**src/rtl/vga_frame_renderer.sv**
```systemverilog
`default_nettype none
// ============================================================================
//  Module   : vga_frame_renderer
//  Purpose  : Two-stage pixel-colour pipeline for the 640x480 VGA path.
//             Draws the background, the player square and up to N_OBS
//             rectangular obstacles. Game state is latched once per frame
//             so nothing tears mid-frame. The player blinks while paused,
//             and player/obstacle overlap is reported once per frame.
//  Ports    : clk, rst          - pixel clock, async active-high reset
//             pix_valid/x/y     - active-video strobe and coordinates
//             frame_start       - per-frame pulse in vertical blanking
//             gamemode          - 00 init, 01 running, 10 paused, 11 over
//             player_y          - player top edge
//             obstacle_x/y      - packed per-slot {right,left} / {bottom,top}
//             rgb, rgb_valid    - 12-bit colour, qualified 2 cycles later
//             collide           - 1-cycle pulse: previous frame overlapped
//  Revision : 1.0 - initial release
// ============================================================================
module vga_frame_renderer #(
    parameter int N_OBS        = 10,
    parameter int X_W          = 10,
    parameter int Y_W          = 9,
    parameter int PLAYER_X     = 160,
    parameter int PLAYER_SIZE  = 40,
    parameter int UPPER_BOUND  = 20,
    parameter int LOWER_BOUND  = 460,
    parameter int BLINK_FRAMES = 30
) (
    input  logic                   clk,
    input  logic                   rst,
    input  logic                   pix_valid,
    input  logic [X_W-1:0]         pix_x,
    input  logic [Y_W-1:0]         pix_y,
    input  logic                   frame_start,
    input  logic [1:0]             gamemode,
    input  logic [Y_W-1:0]         player_y,
    input  logic [N_OBS*2*X_W-1:0] obstacle_x,
    input  logic [N_OBS*2*Y_W-1:0] obstacle_y,
    output logic [11:0]            rgb,
    output logic                   rgb_valid,
    output logic                   collide
);

    // ------------------------------------------------------------------------
    // Constants
    // ------------------------------------------------------------------------
    localparam logic [1:0] MODE_INIT   = 2'b00;
    localparam logic [1:0] MODE_RUN    = 2'b01;
    localparam logic [1:0] MODE_PAUSED = 2'b10;
    localparam logic [1:0] MODE_OVER   = 2'b11;

    localparam logic [11:0] COL_BLACK   = 12'h000;
    localparam logic [11:0] COL_GREEN   = 12'h0F0;
    localparam logic [11:0] COL_WHITE   = 12'hFFF;
    localparam logic [11:0] COL_YELLOW  = 12'hFF0;
    localparam logic [11:0] COL_RED     = 12'hF00;
    localparam logic [11:0] COL_MAGENTA = 12'hF0F;
    localparam logic [11:0] COL_BLUE    = 12'h00F;
    localparam logic [11:0] COL_ORANGE  = 12'hF70;

    // Counter must be at least one bit wide even when BLINK_FRAMES is 1.
    localparam int CNT_W = (BLINK_FRAMES > 1) ? $clog2(BLINK_FRAMES) : 1;
    localparam logic [CNT_W-1:0] CNT_LAST = CNT_W'(BLINK_FRAMES - 1);

    // Player extents are compared one bit wider so the right/bottom edge
    // never wraps near the top of the coordinate range.
    localparam logic [X_W:0] PX_LO = (X_W+1)'(PLAYER_X);
    localparam logic [X_W:0] PX_HI = (X_W+1)'(PLAYER_X + PLAYER_SIZE);
    localparam logic [Y_W:0] PSIZE = (Y_W+1)'(PLAYER_SIZE);

    localparam logic [Y_W-1:0] ROW_UB = Y_W'(UPPER_BOUND);
    localparam logic [Y_W-1:0] ROW_LB = Y_W'(LOWER_BOUND);

    // ------------------------------------------------------------------------
    // Per-frame shadow registers and blink state
    // ------------------------------------------------------------------------
    logic [1:0]             shadow_mode;
    logic [Y_W-1:0]         shadow_py;
    logic [N_OBS*2*X_W-1:0] shadow_ox;
    logic [N_OBS*2*Y_W-1:0] shadow_oy;
    logic                   shadow_phase;
    logic [CNT_W-1:0]       blink_cnt;
    logic                   blink_phase;

    // The frame being latched renders with the blink phase as it stood
    // before this pulse advances it. A pause therefore always opens with
    // BLINK_FRAMES visible frames, then alternates in BLINK_FRAMES halves.
    always_ff @(posedge clk or posedge rst) begin
        if (rst) begin
            shadow_mode  <= MODE_INIT;
            shadow_py    <= '0;
            shadow_ox    <= '0;
            shadow_oy    <= '0;
            shadow_phase <= 1'b1;
            blink_cnt    <= '0;
            blink_phase  <= 1'b1;
        end else if (frame_start) begin
            shadow_mode  <= gamemode;
            shadow_py    <= player_y;
            shadow_ox    <= obstacle_x;
            shadow_oy    <= obstacle_y;
            shadow_phase <= blink_phase;
            if (gamemode != MODE_PAUSED) begin
                blink_cnt   <= '0;
                blink_phase <= 1'b1;
            end else if (blink_cnt == CNT_LAST) begin
                blink_cnt   <= '0;
                blink_phase <= ~blink_phase;
            end else begin
                blink_cnt   <= blink_cnt + 1'b1;
            end
        end
    end

    // ------------------------------------------------------------------------
    // Stage 1 hit detection (combinational on the incoming pixel)
    // ------------------------------------------------------------------------
    logic [Y_W:0]     py_end;
    logic             player_hit;
    logic [N_OBS-1:0] slot_hit;

    always_comb begin
        py_end     = {1'b0, shadow_py} + PSIZE;
        player_hit = ({1'b0, pix_x} >= PX_LO) && ({1'b0, pix_x} < PX_HI) &&
                     (pix_y >= shadow_py) && ({1'b0, pix_y} < py_end);
    end

    for (genvar i = 0; i < N_OBS; i++) begin : g_slot
        logic [X_W-1:0] left;
        logic [X_W-1:0] right;
        logic [Y_W-1:0] top;
        logic [Y_W-1:0] bottom;
        logic           enabled;

        always_comb begin
            left        = shadow_ox[i*2*X_W +: X_W];
            right       = shadow_ox[i*2*X_W+X_W +: X_W];
            top         = shadow_oy[i*2*Y_W +: Y_W];
            bottom      = shadow_oy[i*2*Y_W+Y_W +: Y_W];
            // Empty or inverted rectangles are treated as unused slots.
            enabled     = (left < right) && (top < bottom);
            slot_hit[i] = enabled &&
                          (pix_x >= left) && (pix_x < right) &&
                          (pix_y >= top)  && (pix_y < bottom);
        end
    end

    // ------------------------------------------------------------------------
    // Stage 1 registers. Mode and blink phase travel with the pixel so a
    // pixel accepted alongside frame_start still renders with the old frame.
    // ------------------------------------------------------------------------
    logic             s1_valid;
    logic [Y_W-1:0]   s1_y;
    logic             s1_player_hit;
    logic [N_OBS-1:0] s1_obs_hit;
    logic [1:0]       s1_mode;
    logic             s1_phase;

    always_ff @(posedge clk or posedge rst) begin
        if (rst) begin
            s1_valid      <= 1'b0;
            s1_y          <= '0;
            s1_player_hit <= 1'b0;
            s1_obs_hit    <= '0;
            s1_mode       <= MODE_INIT;
            s1_phase      <= 1'b1;
        end else begin
            s1_valid      <= pix_valid;
            s1_y          <= pix_y;
            s1_player_hit <= player_hit;
            s1_obs_hit    <= slot_hit;
            s1_mode       <= shadow_mode;
            s1_phase      <= shadow_phase;
        end
    end

    // ------------------------------------------------------------------------
    // Stage 2 colour selection
    // ------------------------------------------------------------------------
    logic        in_bounds;
    logic        obs_any;
    logic        player_shown;
    logic        overlap;
    logic        hit_now;
    logic [11:0] bg_colour;
    logic [11:0] colour_next;

    always_comb begin
        in_bounds    = (s1_y > ROW_UB) && (s1_y < ROW_LB);
        obs_any      = |s1_obs_hit;
        player_shown = s1_player_hit && ((s1_mode != MODE_PAUSED) || s1_phase);
        overlap      = in_bounds && player_shown && obs_any;
        hit_now      = s1_valid && overlap &&
                       ((s1_mode == MODE_RUN) || (s1_mode == MODE_PAUSED));
    end

    always_comb begin
        bg_colour = COL_GREEN;
        case (s1_mode)
            MODE_INIT:   bg_colour = COL_GREEN;
            MODE_RUN:    bg_colour = COL_WHITE;
            MODE_PAUSED: bg_colour = COL_YELLOW;
            MODE_OVER:   bg_colour = COL_RED;
            default:     bg_colour = COL_GREEN;
        endcase
    end

    always_comb begin
        colour_next = bg_colour;
        if (!in_bounds) begin
            colour_next = COL_BLACK;
        end else if (s1_mode == MODE_INIT) begin
            colour_next = bg_colour;
        end else if (player_shown && obs_any) begin
            colour_next = COL_MAGENTA;
        end else if (player_shown) begin
            colour_next = COL_BLUE;
        end else if (obs_any) begin
            colour_next = COL_ORANGE;
        end
    end

    always_ff @(posedge clk or posedge rst) begin
        if (rst) begin
            rgb       <= COL_BLACK;
            rgb_valid <= 1'b0;
        end else begin
            rgb       <= s1_valid ? colour_next : COL_BLACK;
            rgb_valid <= s1_valid;
        end
    end

    // ------------------------------------------------------------------------
    // Collision accumulator. frame_start never coincides with a valid
    // stage-1 pixel, so the clear taking priority loses nothing.
    // ------------------------------------------------------------------------
    logic hit_acc;

    always_ff @(posedge clk or posedge rst) begin
        if (rst) begin
            hit_acc <= 1'b0;
            collide <= 1'b0;
        end else if (frame_start) begin
            collide <= hit_acc;
            hit_acc <= 1'b0;
        end else begin
            collide <= 1'b0;
            if (hit_now) begin
                hit_acc <= 1'b1;
            end
        end
    end

endmodule
`default_nettype wire

```
**config.mk**
```make
export PLATFORM = sky130hd
export DESIGN_NAME = vga_frame_renderer
export DESIGN_NICKNAME = d
export VERILOG_FILES = /design/src/rtl/vga_frame_renderer.sv
export SDC_FILE = /design/constraint.sdc
export NUM_CORES = 1
export LEC_CHECK = 0
export CAP_MARGIN = 5
export CORE_ASPECT_RATIO = 1.4
export CORE_UTILIZATION = 55
export DETAILED_ROUTE_END_ITERATION = 10
export PLACE_DENSITY = 0.84
export SYNTH_ARGS = -nofsm -noshare
export SYNTH_HDL_FRONTEND = slang
export SYNTH_SLANG_ARGS = --single-unit
```
**constraint.sdc**
```tcl
create_clock -name clk -period 20.4 [get_ports clk]
set_input_delay 3.06 -clock clk [delete_from_list [all_inputs] [get_ports clk]]
set_output_delay 3.06 -clock clk [all_outputs]
set_load 0.01 [all_outputs]
```
# Word level (Yosys, flattened, before mapping)
# Index checks and enable logic that the tools add are counted.
[totals] inputBits=414 word_cells=173 regBits=437 output_inout_bits=14
[classes] magnitude_cmp=66 bitwise=1 addsub=2 muxes=14 eq_ne=6 reduce_logical=67
[op_table] operator="$lt A10 B10 Y1" n=20
[op_table] operator="$lt A9 B9 Y1" n=20
[op_table] operator="$ge A10 B10 Y1" n=10
[op_table] operator="$ge A9 B9 Y1" n=11
[op_table] operator="$mux W12" n=6
[op_table] operator="$logic_and A1 B1 Y1" n=60
[op_table] operator="$pmux W12 S4" n=1
[op_table] operator="$add A9 B6 Y10 const B" n=1
[op_table] operator="$ge A10 B8 Y1 const B" n=1
[op_table] operator="$lt A10 B8 Y1 const B" n=1
[op_table] operator="$lt A9 B10 Y1" n=1
[op_table] operator="$mux W5" n=2
[op_table] operator="$reduce_or A10 Y1" n=1
[op_table] operator="$gt A9 B5 Y1 const B" n=1
[op_table] operator="$lt A9 B9 Y1 const B" n=1
[op_table] operator="$add A5 B1 Y5 const B" n=1
[op_table] operator="$eq A5 B5 Y1 const B" n=1
[op_table] operator="$mux W1" n=5
[op_table] operator="$eq A2 B2 Y1 const B" n=2
[op_table] operator="$ne A2 B2 Y1 const B" n=2
[op_table] operator="$reduce_bool A2 Y1" n=2
[op_table] operator="$eq A2 B1 Y1 const B" n=1
[op_table] operator="$logic_not A2 Y1" n=1
[op_table] operator="$logic_or A1 B1 Y1" n=2
[op_table] operator="other kinds (2)" n=2

# Depth between registers and ports, before layout
[depth] depth_word=9 depth_mapped=9 ltp_nobuf=8

# Worst setup path after synthesis
# OpenSTA, ideal clock, no wires.
[synth_path] path_type="input port to flip-flop" from="in pix_y[0]" to="reg s1_player_hit" arrival_time_ps=4577 path_buffers=1 required_time_ps=20265 setup_ps=135 path_slack_ps=15688 cell_stages=9 cell_sequence="clkbuf_1 inv_1 ha_1 nand2b_1 a21o_1 a21o_1 a21o_1 a31oi_1 a211oi_1"
[synth_via] elab_chain_len=3 elab_cells_between_ends=4 cone_classes="2 x order compare; 2 x reduce/logical"
[synth_lines] item="start, declared" line_no="33" text="input logic [Y_W-1:0] pix_y,"
[synth_lines] item="$ge A9 B9 Y1" line_no="125" text="(pix_y >= shadow_py) && ({1'b0, pix_y} < py_end);"
[synth_lines] item="$logic_and A1 B1 Y1" line_no="124" text="player_hit = ({1'b0, pix_x} >= PX_LO) && ({1'b0, pix_x} < PX_HI) &&"
[synth_lines] item="$logic_and A1 B1 Y1 (*)" line_no="125"
[synth_lines] item="via player_hit" line_no="119" text="logic player_hit;"
[synth_lines] item="end signal, assigned" line_no="170" text="s1_player_hit <= player_hit;"
[synth_lines] item="end, declared" line_no="154" text="logic s1_player_hit;"
# The timed path passes the listed nets; every way through them passes the cells marked *.
# A chain may end at the register's enable or synchronous reset.

# Worst setup path after layout
[layout_path] from="in pix_y[0]" to="reg s1_obs_hit[4]"
[layout_via] elab_chain_len=3 elab_cells_between_ends=4 cone_classes="2 x order compare; 2 x reduce/logical"
[layout_lines] item="$ge A9 B9 Y1" line_no="144" text="(pix_y >= top) && (pix_y < bottom);"
[layout_lines] item="$logic_and A1 B1 Y1" line_no="143" text="(pix_x >= left) && (pix_x < right) &&"
[layout_lines] item="$logic_and A1 B1 Y1 (*)" line_no="144"
[layout_lines] item="via slot_hit[4]" line_no="120" text="logic [N_OBS-1:0] slot_hit;"
[layout_lines] item="end signal, assigned" line_no="171" text="s1_obs_hit <= slot_hit;"
[layout_lines] item="end, declared" line_no="155" text="logic [N_OBS-1:0] s1_obs_hit;"
# Marks and branches as above.

==> flow_metrics.env <==
export IMPL_status="complete, no violations"
export IMPL_dieWidth_um=191
export IMPL_nets=4337
export IMPL_ant_nets=0
export IMPL_crit_path_max_incr_delay_ps=1010
export IMPL_synth_area_um2=27600
export IMPL_antenna_found_initial=14
export IMPL_clock_sinks=429
export IMPL_synth_top_area_share_pct=38.6
export IMPL_post_synth_top_count_cell="ha_1"
export IMPL_postSynth_asyncResetShare_pct=100
export IMPL_rsz0062_at_grt="no"
export IMPL_ios=428
export IMPL_cp_buffers_inverters=2
export IMPL_ir_drop_mv=0.0663
export IMPL_worstPathRequired_ps=20890
export IMPL_avgSynthCellArea_um2=9.29
export IMPL_wl_per_cell_um=20.0
export IMPL_utilization_pct=68.9
export IMPL_cts_tree="built"
export IMPL_coreArea_um2=49200
export IMPL_synth_cells=2971
export IMPL_placed_cell_area_um2=32400
export IMPL_path_class="input port to flop"
export IMPL_path_cells="clkdlybuf4s50_1 > inv_1 > ha_1 > nor2b_1 > o21ai_0 > a31oi_1 > o21ai_0 > o21ai_1 > nor4_1"
export IMPL_cts_buffer_depth=3
export IMPL_arrival_ps=6130
export IMPL_synth_seq_cells=429
export IMPL_layout_drive_gt1_share_pct=4.67
export IMPL_grt_pass1_wl_um=124000
export IMPL_hold_violations=0
export IMPL_die_area_um2=51100
export IMPL_ys_types=60
export IMPL_syn_nets=3937
export IMPL_hold_path_end="s1_phase$_DFF_PP1_"
export IMPL_worstHoldStart="shadow_phase$_DFFE_PP1P_"
export IMPL_place_ws_ps=14170
export IMPL_grt_pass1_vias=23812
export IMPL_remaining_drc_errors=0
export IMPL_root_buffer="clkbuf_16"
export IMPL_startpoint_type="input port"
export IMPL_r2r_end="s1_obs_hit[1]$_DFF_PP0_"
export IMPL_setup_viol=0
export IMPL_cts_setup_buffers=0
export IMPL_start_util_pct=56.1
export IMPL_worstPathMaxFanout=12
export IMPL_fin_skew_ps=13.5
export IMPL_pwr_density_cell_nw_per_um2=70.9
export IMPL_synthFlopType="dfrtp_1"
export IMPL_dp_cells=3960
export IMPL_min_path_type="flop to flop"
export IMPL_htree_levels=2
export IMPL_final_max_slew_viol_count=0
export IMPL_final_area_um2=33900
export IMPL_ff2ff_path_depth=6
export IMPL_hold_path_depth=0
export IMPL_tightest_slew_ps=1100
export IMPL_io_buffers=427
export IMPL_seq_area_frac_synth_pct=38.9
export IMPL_timing_hold_ws_ps=369
export IMPL_ys_top_cells_by_area="dfrtp_1 39%, ha_1 25%, o21ai_0 7.7%"
export IMPL_worstSkewPairLatency_ps=580
export IMPL_crit_path_end_kind="flop"
export IMPL_crit_path_top_delay_cell="clkdlybuf4s50_1"
export IMPL_yosys_warnings=0
export IMPL_hold_buffers=0
export IMPL_finalCritPeriodShare_pct=27.7
export IMPL_r2r_start="shadow_ox[21]$_DFFE_PP0P_"
export IMPL_path_clk_slew_ps=60
export IMPL_gp_congestion=0.928
export IMPL_r2r_slack_ps=18200
export IMPL_crit_family="buffers and inverters"
export IMPL_vias=23416
export IMPL_cap_violations=0
export IMPL_area_growth_syn_to_layout_pct=22.9
export IMPL_netlist_top_cell_by_area="dfrtp_1"
export IMPL_grt_max_degree=270
export IMPL_fp_row_count=96
export IMPL_vias_per_cell=5.77
export IMPL_design_power_total_mw=2.41
export IMPL_gr_total_overflow=0
export IMPL_power_leakage_nw=16.4
export IMPL_first_pass_iters=5
export IMPL_final_cells=4058
export IMPL_fmax_ghz=0.177
export IMPL_post_cts_resize_count=0
export IMPL_grt_total_usage_pct=31.7
export IMPL_synth_edf_count=0
export IMPL_synthTopCellsByCount="552 x ha_1, 437 x nand2_1, 426 x dfrtp_1, 426 x o21ai_0, 366 x inv_1"
export IMPL_crit_path_frequent_cell="o21ai_0"
export IMPL_routed_wl_um=81100
export IMPL_tns_ps=0
export IMPL_min_period_ps=5640
export IMPL_cts_made_buffers=46
export IMPL_drtIter0Drc=1576
export IMPL_relSlewSlack_pct=26.5
export IMPL_setup_slack_ps=14760
export IMPL_die_h_um=267
export IMPL_hpwl_um=57900
==> metal layers <==
layer | track usage, % | up-vias | share of wire (%)
met3 | 4.69 | 281 | 6.0
met1 | 37.7 | 11044 | 39
li1 | - | 11235 | -
met4 | 22.7 | 0 | 7.6
met5 | 0 | - | 0
met2 | 52.3 | 856 | 47
==> state kept, by name (all words and copies together), names as in the netlist, 2 cells and up <==
register	count
s1_y	9
shadow_mode	2
shadow_ox	200
s1_mode	2
shadow_oy	180
blink_cnt	5
shadow_py	9
rgb	4
s1_obs_hit	10
==> worst max-delay path by stage <==
stage                   from                        end  slack (ps)  depth (start not counted)
CTS                 pix_y[0]    s1_player_hit$_DFF_PP0_       14790                          9
global placement    pix_y[0]    s1_player_hit$_DFF_PP0_       14220                          9
floorplan                rst   blink_cnt[0]$_DFFE_PP0P_        5400                          1
global route             rst  shadow_oy[25]$_DFFE_PP0P_       14490                          4
finish              pix_y[0]    s1_obs_hit[4]$_DFF_PP0_       14760                          9
detailed placement  pix_y[0]    s1_player_hit$_DFF_PP0_       14170                          9
==> kinds of logic after synthesis <==
family	count (synthesis)	share of synthesized area [%]
AO/OA/AOI/OAI	785	16.4
buffers and inverters	459	6.35
adder cells (fa/ha/maj)	552	25.0
XOR/XNOR	4	0.127
AND/OR/NAND/NOR	700	11.5
multiplexers	42	1.71
flip-flops	429	38.9
==> where the power goes <==
group / leakage [nW] / internal [mW] / total (mW) / switching, mW
sequential: 5.21 / 0.926 / 0.967 / 0.0408
clock: 0.743 / 0.491 / 0.850 / 0.359
combinational: 10.4 / 0.264 / 0.588 / 0.324
total: 16.4 / 1.68 / 2.41 / 0.723
==> cell usage in the layout, fill, tap and decap left out, types with 17 or more instances in the layout <==
| cell type | n |
|---|---|
| nand2b_1 | 43 |
| o2111ai_1 | 20 |
| a211oi_1 | 33 |
| a21o_1 | 41 |
| a21oi_1 | 142 |
| mux2_2 | 42 |
| nand4_1 | 53 |
| ha_1 | 552 |
| clkbuf_16 | 47 |
| dfrtp_1 | 426 |
| a31oi_1 | 18 |
| o21ai_0 | 426 |
| nor4_1 | 25 |
| nand2_1 | 437 |
| buf_2 | 17 |
| nor2b_1 | 20 |
| clkdlybuf4s50_1 | 409 |
| inv_1 | 365 |
| nand3_1 | 46 |
| nor2_1 | 29 |
==> worst register-to-register path: cells and delay by family, from the launching register on <==
kind	cells	cell delay (ps)
AOI/OAI and AO/OA	3	770
adders and majority gates	1	320
DFF	1	410
and+or+nand+nor	2	610
==> cell type report <==
cell class | count | area [um^2]
antenna | 14 | 35.0
clock buffer | 68 | 1340
clock inverter | 16 | 165
fill | 3700 | 15300
inverter | 366 | 1380
multi-input combinational | 2083 | 15100
sequential | 429 | 10700
tap | 637 | 797
timing repair buffer | 445 | 4350
No activity file was read; power rests on OpenSTA's default activity.
==> edit, RTL diff (config.mk and constraints unchanged) <==
The parameter `BLINK_FRAMES` goes from 30 to 60.
--- a/src/rtl/vga_frame_renderer.sv
+++ b/src/rtl/vga_frame_renderer.sv
@@ -25,5 +25,5 @@
     parameter int UPPER_BOUND  = 20,
     parameter int LOWER_BOUND  = 460,
-    parameter int BLINK_FRAMES = 30
+    parameter int BLINK_FRAMES = 60
 ) (
     input  logic                   clk,
Function: not settled (the Yosys comparison gave no result); the edit may change what the design does.
==> edit against the original RTL <==
Via count grew 0.35%; sequential cell count rose by 1; synthesized area is 0.29% higher; final cell count is essentially flat; routed wire length is 1.7% lower; setup slack worse by 0.36 ns; sequential power is essentially flat; power shrank 1.5%; cell area hardly changed; non-clock buffer count is the same; critical path type is now in -> async; largest power group unchanged.
==> edit: results (changes against the original RTL) <==
finish:
  num-nets-final: 4344  # was 4,337
  flops_and_latches: 430  # was 429
  fillers: 3805  # was 3,700
  n_all_inverters: 368  # was 366
  nMultiInputCombCells: 2091  # was 2,083
  area_growth_pct: 22.4  # was 22.9%
drt:
  vias_per_cell: 5.80  # was 5.77
  drt-total-wl_um: 79700  # was 81,100 um
  initialDrtViolationCount: 1350  # was 1,576
pwr:
  clkPwrFrac_pct: 34.3  # was 35.3%
  p_comb_share_pct: 24.8  # was 24.5%
  ir_drop_uv: 71.7  # was 66.3 uV
  p_sw_uw: 703  # was 723 uW
  p_leak_uw: 0.0165  # was 0.0164 uW
yosys:
  ys_top_cells_by_area: "dfrtp_1 39%, ha_1 25%, o21ai_0 7.6%"  # was dfrtp_1 39%, ha_1 25%, o21ai_0 7.7%
  synth_xor_area_share_pct: 0.190  # was 0.127%
  synthMuxAreaShare_pct: 1.71  # about the same
  synth_compound_area_share_pct: 16.1  # was 16.4%
  yosysSeqAreaShare_pct: 38.9  # about the same
  synth-adder-area-share_pct: 24.9  # was 25.0%
  synth_nets: 3947  # was 3,937
  avgSynthCellArea_sq_um: 9.28  # was 9.29 sq um
global_route:
  grt_max_degree: 255  # was 270
  grt_pass1_wl_um: 124000  # about the same
placement:
  dp.cells: 3971  # was 3,960
  pre_cts_slack_ns: 13.62  # was 14.17 ns
  dpl-instance-area_sq_mm: 0.0325  # was 0.0324 sq mm
  hpwlAfterDp_um: 57200  # was 57,900 um
clock_tree:
  numCtsBuffers: 43  # was 46
critical_path:
  crit_arrival_ns: 6.61  # was 6.13 ns
  cp_max_fo: 86  # was 12
outcome:
  status: "completed"  # unchanged
sta:
  finClkSkew_ns: 0.00818  # was 0.0135 ns
edit: cell count changes in the layout (fill, tap and decap cells not counted), moves of 7 or more:
| cell | before | now |
|---|---|---|
| o21ai_1 | 9 | 17 |
| clkinv_2 | 10 | 3 |
| o21ai_0 | 426 | 419 |
| a21o_1 | 41 | 54 |
| nand3_1 | 46 | 62 |
| a21oi_1 | 142 | 126 |
| nor2_1 | 29 | 41 |
| o22ai_1 | 10 | 3 |
| nand2_1 | 437 | 428 |
| a211oi_1 | 33 | 24 |
| a31oi_1 | 18 | 27 |
| o2111ai_1 | 20 | 12 |
edit: metal layers:
metal / global-route usage [%] / wire length, um
met3: 3.70 / 4780
met5: 0 / 0
met1: 37.8 / 30900
met4: 21.3 / 5600
met2: 52.4 / 38400
edit: worst paths after layout:
kind / slack [ns] / startpoint / depth (start not counted) / to
max: 14.40 / rst / 5 / shadow_ox[39]
max reg2reg: 18.05 / shadow_oy[89] / 7 / s1_obs_hit[4]
min in group asynchronous: 2.97 / rst / 2 / shadow_ox[117]
min: 0.37 / shadow_phase / 0 / s1_phase
min reg2reg: 0.37 / shadow_phase / 0 / s1_phase
max in group clk: 14.77 / pix_y[0] / 10 / s1_obs_hit[9]
edit: cell families (layout without fill, tap and decap cells):
| group | count (synthesis) | count (layout) |
|---|---|---|
| fa+ha+maj | 551 | 551 |
| flops | 430 | 430 |
| mux | 42 | 42 |
| other cells | 0 | 11 |
| compound gates | 772 | 772 |
| buf+inv | 461 | 885 |
| xor+xnor | 6 | 6 |
| simple gates | 720 | 720 |
edit: worst max-delay path, stage by stage:
cell and delay, ns:
clkdlybuf4s50_1 0.49, inv_8 0.46, buf_4 0.77, buf_4 0.91, buf_4 0.77
